$ cat src/rtl/ucsbece154b_line_fill.sv
// Cache line-fill assembler: pops a critical-word-first burst from the response FIFO,
// forwards the critical word immediately and hands the address-ordered line to the cache.
`timescale 1ns/1ps

module ucsbece154b_line_fill #(
   parameter int DATA_WIDTH  = 32,
   parameter int BLOCK_WORDS = 4,
   parameter int ADDR_WIDTH  = 32
) (
   input  logic                              clk_i,
   input  logic                              rst_i,
   input  logic                              req_valid_i,
   input  logic [ADDR_WIDTH-1:0]             req_addr_i,
   output logic                              req_ready_o,
   input  logic [DATA_WIDTH-1:0]             fifo_data_i,
   input  logic                              fifo_valid_i,
   output logic                              fifo_pop_o,
   output logic [DATA_WIDTH-1:0]             word_o,
   output logic                              word_valid_o,
   output logic [DATA_WIDTH*BLOCK_WORDS-1:0] line_o,
   output logic [ADDR_WIDTH-1:0]             line_addr_o,
   output logic                              line_valid_o,
   input  logic                              line_ready_i,
   output logic                              busy_o
);

   localparam int OFF   = $clog2(BLOCK_WORDS);
   localparam int CNT_W = OFF + 1;
   localparam logic [CNT_W-1:0]      CNT_FULL = CNT_W'(BLOCK_WORDS);
   localparam logic [CNT_W-1:0]      CNT_LAST = CNT_W'(BLOCK_WORDS - 1);
   localparam logic [CNT_W-1:0]      CNT_ONE  = CNT_W'(1);
   localparam logic [ADDR_WIDTH-1:0] OFF_MASK = ADDR_WIDTH'((1 << (OFF + 2)) - 1);

   typedef enum logic [1:0] {S_IDLE, S_FILL, S_DONE} state_t;

   state_t                  r_state;
   state_t                  w_state_nxt;
   logic [OFF-1:0]          r_crit;
   logic [ADDR_WIDTH-1:0]   r_addr;
   logic [CNT_W-1:0]        r_pop_cnt;
   logic [CNT_W-1:0]        r_cap_cnt;
   logic                    r_pop_q;
   logic [DATA_WIDTH-1:0]   r_buf [BLOCK_WORDS];

   logic                    w_accept;
   logic                    w_capture;
   logic                    w_first;
   logic [OFF-1:0]          w_slot;

   assign w_accept  = (r_state == S_IDLE) && req_valid_i;
   // pop_q marks the cycle in which the FIFO's registered output holds the popped word
   assign w_capture = (r_state == S_FILL) && r_pop_q;
   assign w_first   = w_capture && (r_cap_cnt == '0);
   // slot index wraps naturally in OFF bits, turning wrap order back into address order
   assign w_slot    = r_crit + r_cap_cnt[OFF-1:0];

   // NOTE: sequential state uses non-blocking assignments so every register sees pre-edge values.
   always_ff @(posedge clk_i or posedge rst_i) begin
      if (rst_i) r_state <= S_IDLE;
      else       r_state <= w_state_nxt;
   end

   // NOTE: default assignment first, so no path through this block can infer a latch.
   always_comb begin
      w_state_nxt = r_state;
      case (r_state)
         S_IDLE:  if (req_valid_i) w_state_nxt = S_FILL;
         S_FILL:  if (w_capture && (r_cap_cnt == CNT_LAST)) w_state_nxt = S_DONE;
         S_DONE:  if (line_ready_i) w_state_nxt = S_IDLE;
         default: w_state_nxt = S_IDLE;
      endcase
   end

   always_comb begin
      req_ready_o  = 1'b0;
      fifo_pop_o   = 1'b0;
      line_valid_o = 1'b0;
      busy_o       = (r_state != S_IDLE);
      word_valid_o = w_first;
      word_o       = w_first ? fifo_data_i : '0;
      case (r_state)
         S_IDLE:  req_ready_o  = 1'b1;
         S_FILL:  fifo_pop_o   = fifo_valid_i && (r_pop_cnt < CNT_FULL);
         S_DONE:  line_valid_o = 1'b1;
         default: ;
      endcase
   end

   // NOTE: the line buffer is reset like ordinary state because line_o must read zero out of reset.
   always_ff @(posedge clk_i or posedge rst_i) begin
      if (rst_i) begin
         r_crit    <= '0;
         r_addr    <= '0;
         r_pop_cnt <= '0;
         r_cap_cnt <= '0;
         r_pop_q   <= 1'b0;
         for (int i = 0; i < BLOCK_WORDS; i++) r_buf[i] <= '0;
      end else begin
         r_pop_q <= fifo_pop_o;
         if (w_accept) begin
            r_crit    <= req_addr_i[OFF+1:2];
            r_addr    <= req_addr_i & ~OFF_MASK;
            r_pop_cnt <= '0;
            r_cap_cnt <= '0;
            for (int i = 0; i < BLOCK_WORDS; i++) r_buf[i] <= '0;
         end else begin
            if (fifo_pop_o) r_pop_cnt <= r_pop_cnt + CNT_ONE;
            if (w_capture) begin
               r_buf[w_slot] <= fifo_data_i;
               r_cap_cnt     <= r_cap_cnt + CNT_ONE;
            end
         end
      end
   end

   always_comb begin
      line_o = '0;
      for (int i = 0; i < BLOCK_WORDS; i++) line_o[i*DATA_WIDTH +: DATA_WIDTH] = r_buf[i];
   end

   assign line_addr_o = r_addr;

endmodule

$ cat config.mk
export PLATFORM = sky130hd
export DESIGN_NAME = ucsbece154b_line_fill
export DESIGN_NICKNAME = d
export VERILOG_FILES = /design/src/rtl/ucsbece154b_line_fill.sv
export SDC_FILE = /design/constraint.sdc
export NUM_CORES = 1
export LEC_CHECK = 0
export ABC_AREA = 1
export CAP_MARGIN = 20
export CORE_ASPECT_RATIO = 1.4
export CORE_MARGIN = 5
export CORE_UTILIZATION = 30
export CTS_BUF_LIST = sky130_fd_sc_hd__clkbuf_8
export DETAILED_ROUTE_END_ITERATION = 8
export DONT_BUFFER_PORTS = 1
export PLACE_DENSITY = 0.46
export SYNTH_ARGS = -nofsm -noshare
export SYNTH_HDL_FRONTEND = slang
export SYNTH_SLANG_ARGS = --single-unit
$ cat constraint.sdc
create_clock -name clk_i -period 9.3 [get_ports clk_i]
set_input_delay 1.86 -clock clk_i [delete_from_list [all_inputs] [get_ports clk_i]]
set_output_delay 1.86 -clock clk_i [all_outputs]
set_load 0.05 [all_outputs]
* Yosys cells after proc, flatten, opt, wreduce, memory -nomap -nowiden
Index checks and enable logic that the tools add are counted.
W data, S select, Z words.
** Word-level totals
- Register bits :: 167
- Latch bits :: 0
- Memory bits (writable) :: 0
- Bits in read-only memories :: 0
- Bits of input ports :: 69
- Output and inout port bits :: 197
- Logic and storage cells :: 52
- Memories :: 0
** Cells by class
- $add $sub $neg :: 3
- Multiply operators :: 0
- Div/mod/pow operators :: 0
- $lt $le $gt $ge :: 3
- Eq/ne operators :: 6
- Shifts and indexed selects :: 0
- Multiplexer cells :: 17
- Bitwise gates (word level) :: 1
- Reduce and logical (&&, ||, !) cells :: 12
** Operators by type and width (count)
- $mux W128 :: 2
- $bwmux W128 :: 1
- $demux W32 S2 :: 1
- $mux W32 :: 2
- $mux W3 :: 4
- $add A3 B1 Y3 const B :: 2
- $logic_and A1 B1 Y1 :: 6
- $mux W2 :: 3
- $pmux W2 S3 :: 1
- $reduce_bool A2 Y1 :: 3
- $ne A2 B2 Y1 const B :: 2
- $eq A3 B2 Y1 const B :: 1
- $ge A3 B3 Y1 const B :: 1
- $logic_not A3 Y1 :: 1
- $lt A3 B1 Y1 const B :: 1
- $lt A3 B3 Y1 const B :: 1
- $mux W1 :: 3
- $not A2 Y3 :: 1
- $reduce_and A3 Y1 :: 1
- $add A2 B2 Y2 :: 1
- $eq A2 B1 Y1 const B :: 1
- $eq A2 B2 Y1 const B :: 1
- $logic_not A2 Y1 :: 1
- $ne A2 B1 Y1 const B :: 1

* Depth between registers and ports, before layout
- Depth after elaboration :: 9
- Depth in mapped cells :: 9
- Mapped depth without buffers :: 8

* Least setup slack after synthesis
OpenSTA, ideal clock, no wires.
- Kind :: in2out
- Start point :: input port fifo_data_i[10]
- End point :: output port word_o[10]
- Data arrival time :: 2579 ps
- Data required time :: 7440 ps
- Path slack :: 4861 ps
- Stages :: 2
- Path buffers :: 0
- Cells stage by stage :: inv_1 -> nor2_1
** On the way
- Longest elaborated chain between the ends :: 1
** Ends and longest elaborated chain
- from (decl) :: RTL line 15 : input logic [DATA_WIDTH-1:0] fifo_data_i,
- $mux W32 :: RTL line 80 : word_o = w_first ? fifo_data_i : '0;
- to (decl) :: RTL line 18 : output logic [DATA_WIDTH-1:0] word_o,
Every way passes these cells.

* Worst setup path after layout
- Start point :: register r_state[0]
- End point :: output port word_o[7]
** On the way
- Longest elaborated chain between the ends :: 4
** Ends and longest elaborated chain
- from (decl) :: RTL line 36 : state_t r_state;
- from (signal assigned) :: RTL line 60 : else r_state <= w_state_nxt;
- $eq A2 B1 Y1 :: RTL line 52 : assign w_capture = (r_state == S_FILL) && r_pop_q;
- $logic_and A1 B1 Y1 :: RTL line 52
- $logic_and A1 B1 Y1 :: RTL line 53 : assign w_first = w_capture && (r_cap_cnt == '0);
- $mux W32 :: RTL line 80
Every way passes these cells.

==> impl_metrics.tcl <==
set metrics [dict create \
    wl_per_cell_um 21.2 \
    grt-ovfl-total 0 \
    fin_cells 1153 \
    crit_path_end_kind "primary output" \
    gp_congestion 0.744 \
    viasPerCell 4.91 \
    final.period_utilization_pct 48.7 \
    cts_resized 0 \
    yosysSeqAreaShare_pct 55.9 \
    setup-violations-final 0 \
    worst-setup-path-type "register to primary output" \
    yosysUniqueCellTypes 22 \
    path_clk_slew_ns 0.09 \
    power_density_nw_per_um2 419 \
    ant_nets 0 \
    fmax_ghz 0.221 \
    synth-edff-count 0 \
    min_period_ns 4.53 \
    numCtsBuffers 17 \
    dp_cells 1122 \
    r2r-start "r_state[0]" \
    cts_root_buffer "clkbuf_8" \
    worstPathMaxFanout 26 \
    grt_max_degree 106 \
    p_leak_uw 0.00430 \
    synthFlopType "dfrtp_1" \
    synth_top_cell_by_area "dfrtp_1" \
    clock-sinks 167 \
    min_path_type "register to register" \
    synth.avg_cell_area_um2 8.63 \
    holdBufCountCts 0 \
    min_path_cells 2 \
    netlist_instances 866 \
    reg2reg_depth 7 \
    ios 266 \
    tns_ns 0 \
    r2r_slack_ns 5.81 \
    die_w_um 143 \
    die_y_um 197 \
    cts_setup_buffers 0 \
    max_slew.worst_pin.slew_ns 0.990 \
    crit_slowest_cell "nor2_1" \
    cts-htree-levels 4 \
    synth_area_um2 7470 \
    dr.pass1.iters 4 \
    diodes 0 \
    outcome "finished clean" \
    layout-drive-gt1-share_pct 8.47 \
    timing.slew.headroom_pct 33.8 \
    cp.arrival_ns 2.67 \
    maxCapViolations 0 \
    antenna_found_initial 0 \
    first_global_vias 5754 \
    placementRows 68 \
    drv_slew 0 \
    holdCritStartpoint "r_crit[0]" \
    drc 0 \
    clk_path_buf_depth 2 \
    worstPathRequired_ns 7.44 \
    wirelength_mm 24.4 \
    crit_chain "inv_1 > nor2_2 > nand4_1 > buf_4 > nor2_1" \
    regToRegEndpoint "line_o[126]" \
    whs_endpoint "r_crit[0]" \
    fin_nets 901 \
    dp_hpwl_mm 15.5 \
    num_vias 5666 \
    cts_tree "done" \
    synth_top_cell_area_share_pct 55.9 \
    grt_pass1_wl_mm 36.8 \
    vdd_drop_max_v 0.000213 \
    pre_cts_slack_ns 4.81 \
    report.final.hold_viol_count 0 \
    synthArstFlopShare_pct 100 \
    final_area_um2 8090 \
    fin_ws_ns 4.77 \
    area_delta_synth_final_pct 8.29 \
    clock_latency_ns 0.46 \
    finClkSkew_ns 0.00984 \
    ys_ff_latch 167 \
    critPathLaunchType "register" \
    die_area_um2 28200 \
    grtUsageTotal_pct 17.2 \
    ys_top_cells_by_count "nand3_1 (265), nand2_1 (226), dfrtp_1 (167), inv_1 (47), nor2_1 (46)" \
    drt_iter0_markers 324 \
    placed_area_um2 7620 \
    yosysMostFrequentCell "nand3_1" \
    port_buffers 0 \
    slowest_delay_ns 0.72 \
    yosys_warnings 0 \
    start_util_pct 30.4 \
    synth_area_leaders "dfrtp_1 (56%), nand3_1 (18%), nand2_1 (11%)" \
    core_um2 24600 \
    rsz0062_at_grt "false" \
]
==> worst max-delay path: cells and delay by family (launching register included) <==
kind                   cells  cell delay [ns]
and+or+nand+nor            3             1.30
buffers and inverters      2             0.48
DFF                        1             0.42
==> flip-flops by register name, summed over array words and instances (netlist names) <==
signal,count
r_pop_cnt,3
line_o,128
r_state,2
r_crit,2
r_cap_cnt,3
line_addr_o,28
r_pop_q,1
==> routing by layer <==
| metal | share of wire (%) | vias up | global-route usage, % |
|---|---|---|---|
| met5 | 0 | - | 0 |
| li1 | - | 2707 | - |
| met1 | 40 | 2762 | 20.7 |
| met4 | 1.5 | 0 | 5.23 |
| met3 | 6.6 | 24 | 4.85 |
| met2 | 52 | 173 | 29.7 |
==> per-stage QoR <==
stage	utilization, %	total power [uW]	hold slack (ns)
after CTS	32.8	3460	0.519
after global placement	31.0	2850	0.490
after floorplan	-	2540	0.455
after global routing	32.9	3600	0.558
final	32.9	3390	0.515
after detailed placement	31.0	2860	0.498
==> power breakdown <==
group | total [uW] | internal [uW] | switching, uW
Sequential | 1770 | 927 | 840
Combinational | 1040 | 225 | 816
Clock | 586 | 317 | 269
==> final cells by class <==
class / instances / area, um^2
Inverter: 49 / 191
Clock inverter: 9 / 150
Multi-Input combinational cell: 583 / 2800
Fill cell: 2590 / 16500
Clock buffer: 21 / 289
Sequential cell: 167 / 4180
Tap cell: 315 / 394
Timing Repair Buffer: 9 / 87.6
==> worst max path at each step <==
stage | start | slack [ns] | depth (start not counted) | end
finish | r_state[0] | 4.77 | 5 | word_o[7]
detailed placement | fifo_data_i[7] | 4.81 | 2 | word_o[7]
global placement | fifo_data_i[7] | 4.81 | 2 | word_o[7]
floorplan | rst_i | 2.92 | 1 | line_addr_o[10]
global route | r_state[0] | 4.57 | 5 | word_o[5]
CTS | r_state[0] | 4.69 | 5 | word_o[7]
==> layout by cell type, fill, tap and decap left out, drive strengths merged <==
| cell type | Yosys | layout |
|---|---|---|
| nand3 | 268 | 268 |
| clkbuf | 24 | 21 |
| o22ai | 2 | 2 |
| inv | 49 | 51 |
| o21ai | 4 | 4 |
| xor2 | 1 | 1 |
| nand4 | 1 | 1 |
| a21oi | 1 | 1 |
| nand2 | 227 | 227 |
| buf | 46 | 9 |
| conb | 1 | 4 |
| dfrtp | 167 | 167 |
| bufinv | 0 | 4 |
| nor2 | 70 | 70 |
| clkinvlp | 0 | 3 |
| ha | 5 | 5 |
==> cell families (layout without fill, tap and decap cells) <==
kind of cell	after synthesis	after routing	share of synthesized area (%)
other	1	4	0.0502
AOI/OAI and AO/OA	7	7	0.502
DFF	167	167	55.9
buffers and inverters	119	88	7.17
and+or+nand+nor	566	566	35.4
adders and majority gates	5	5	0.837
xor gates and xnor gates	1	1	0.117
No activity file was read; power rests on OpenSTA's default activity.
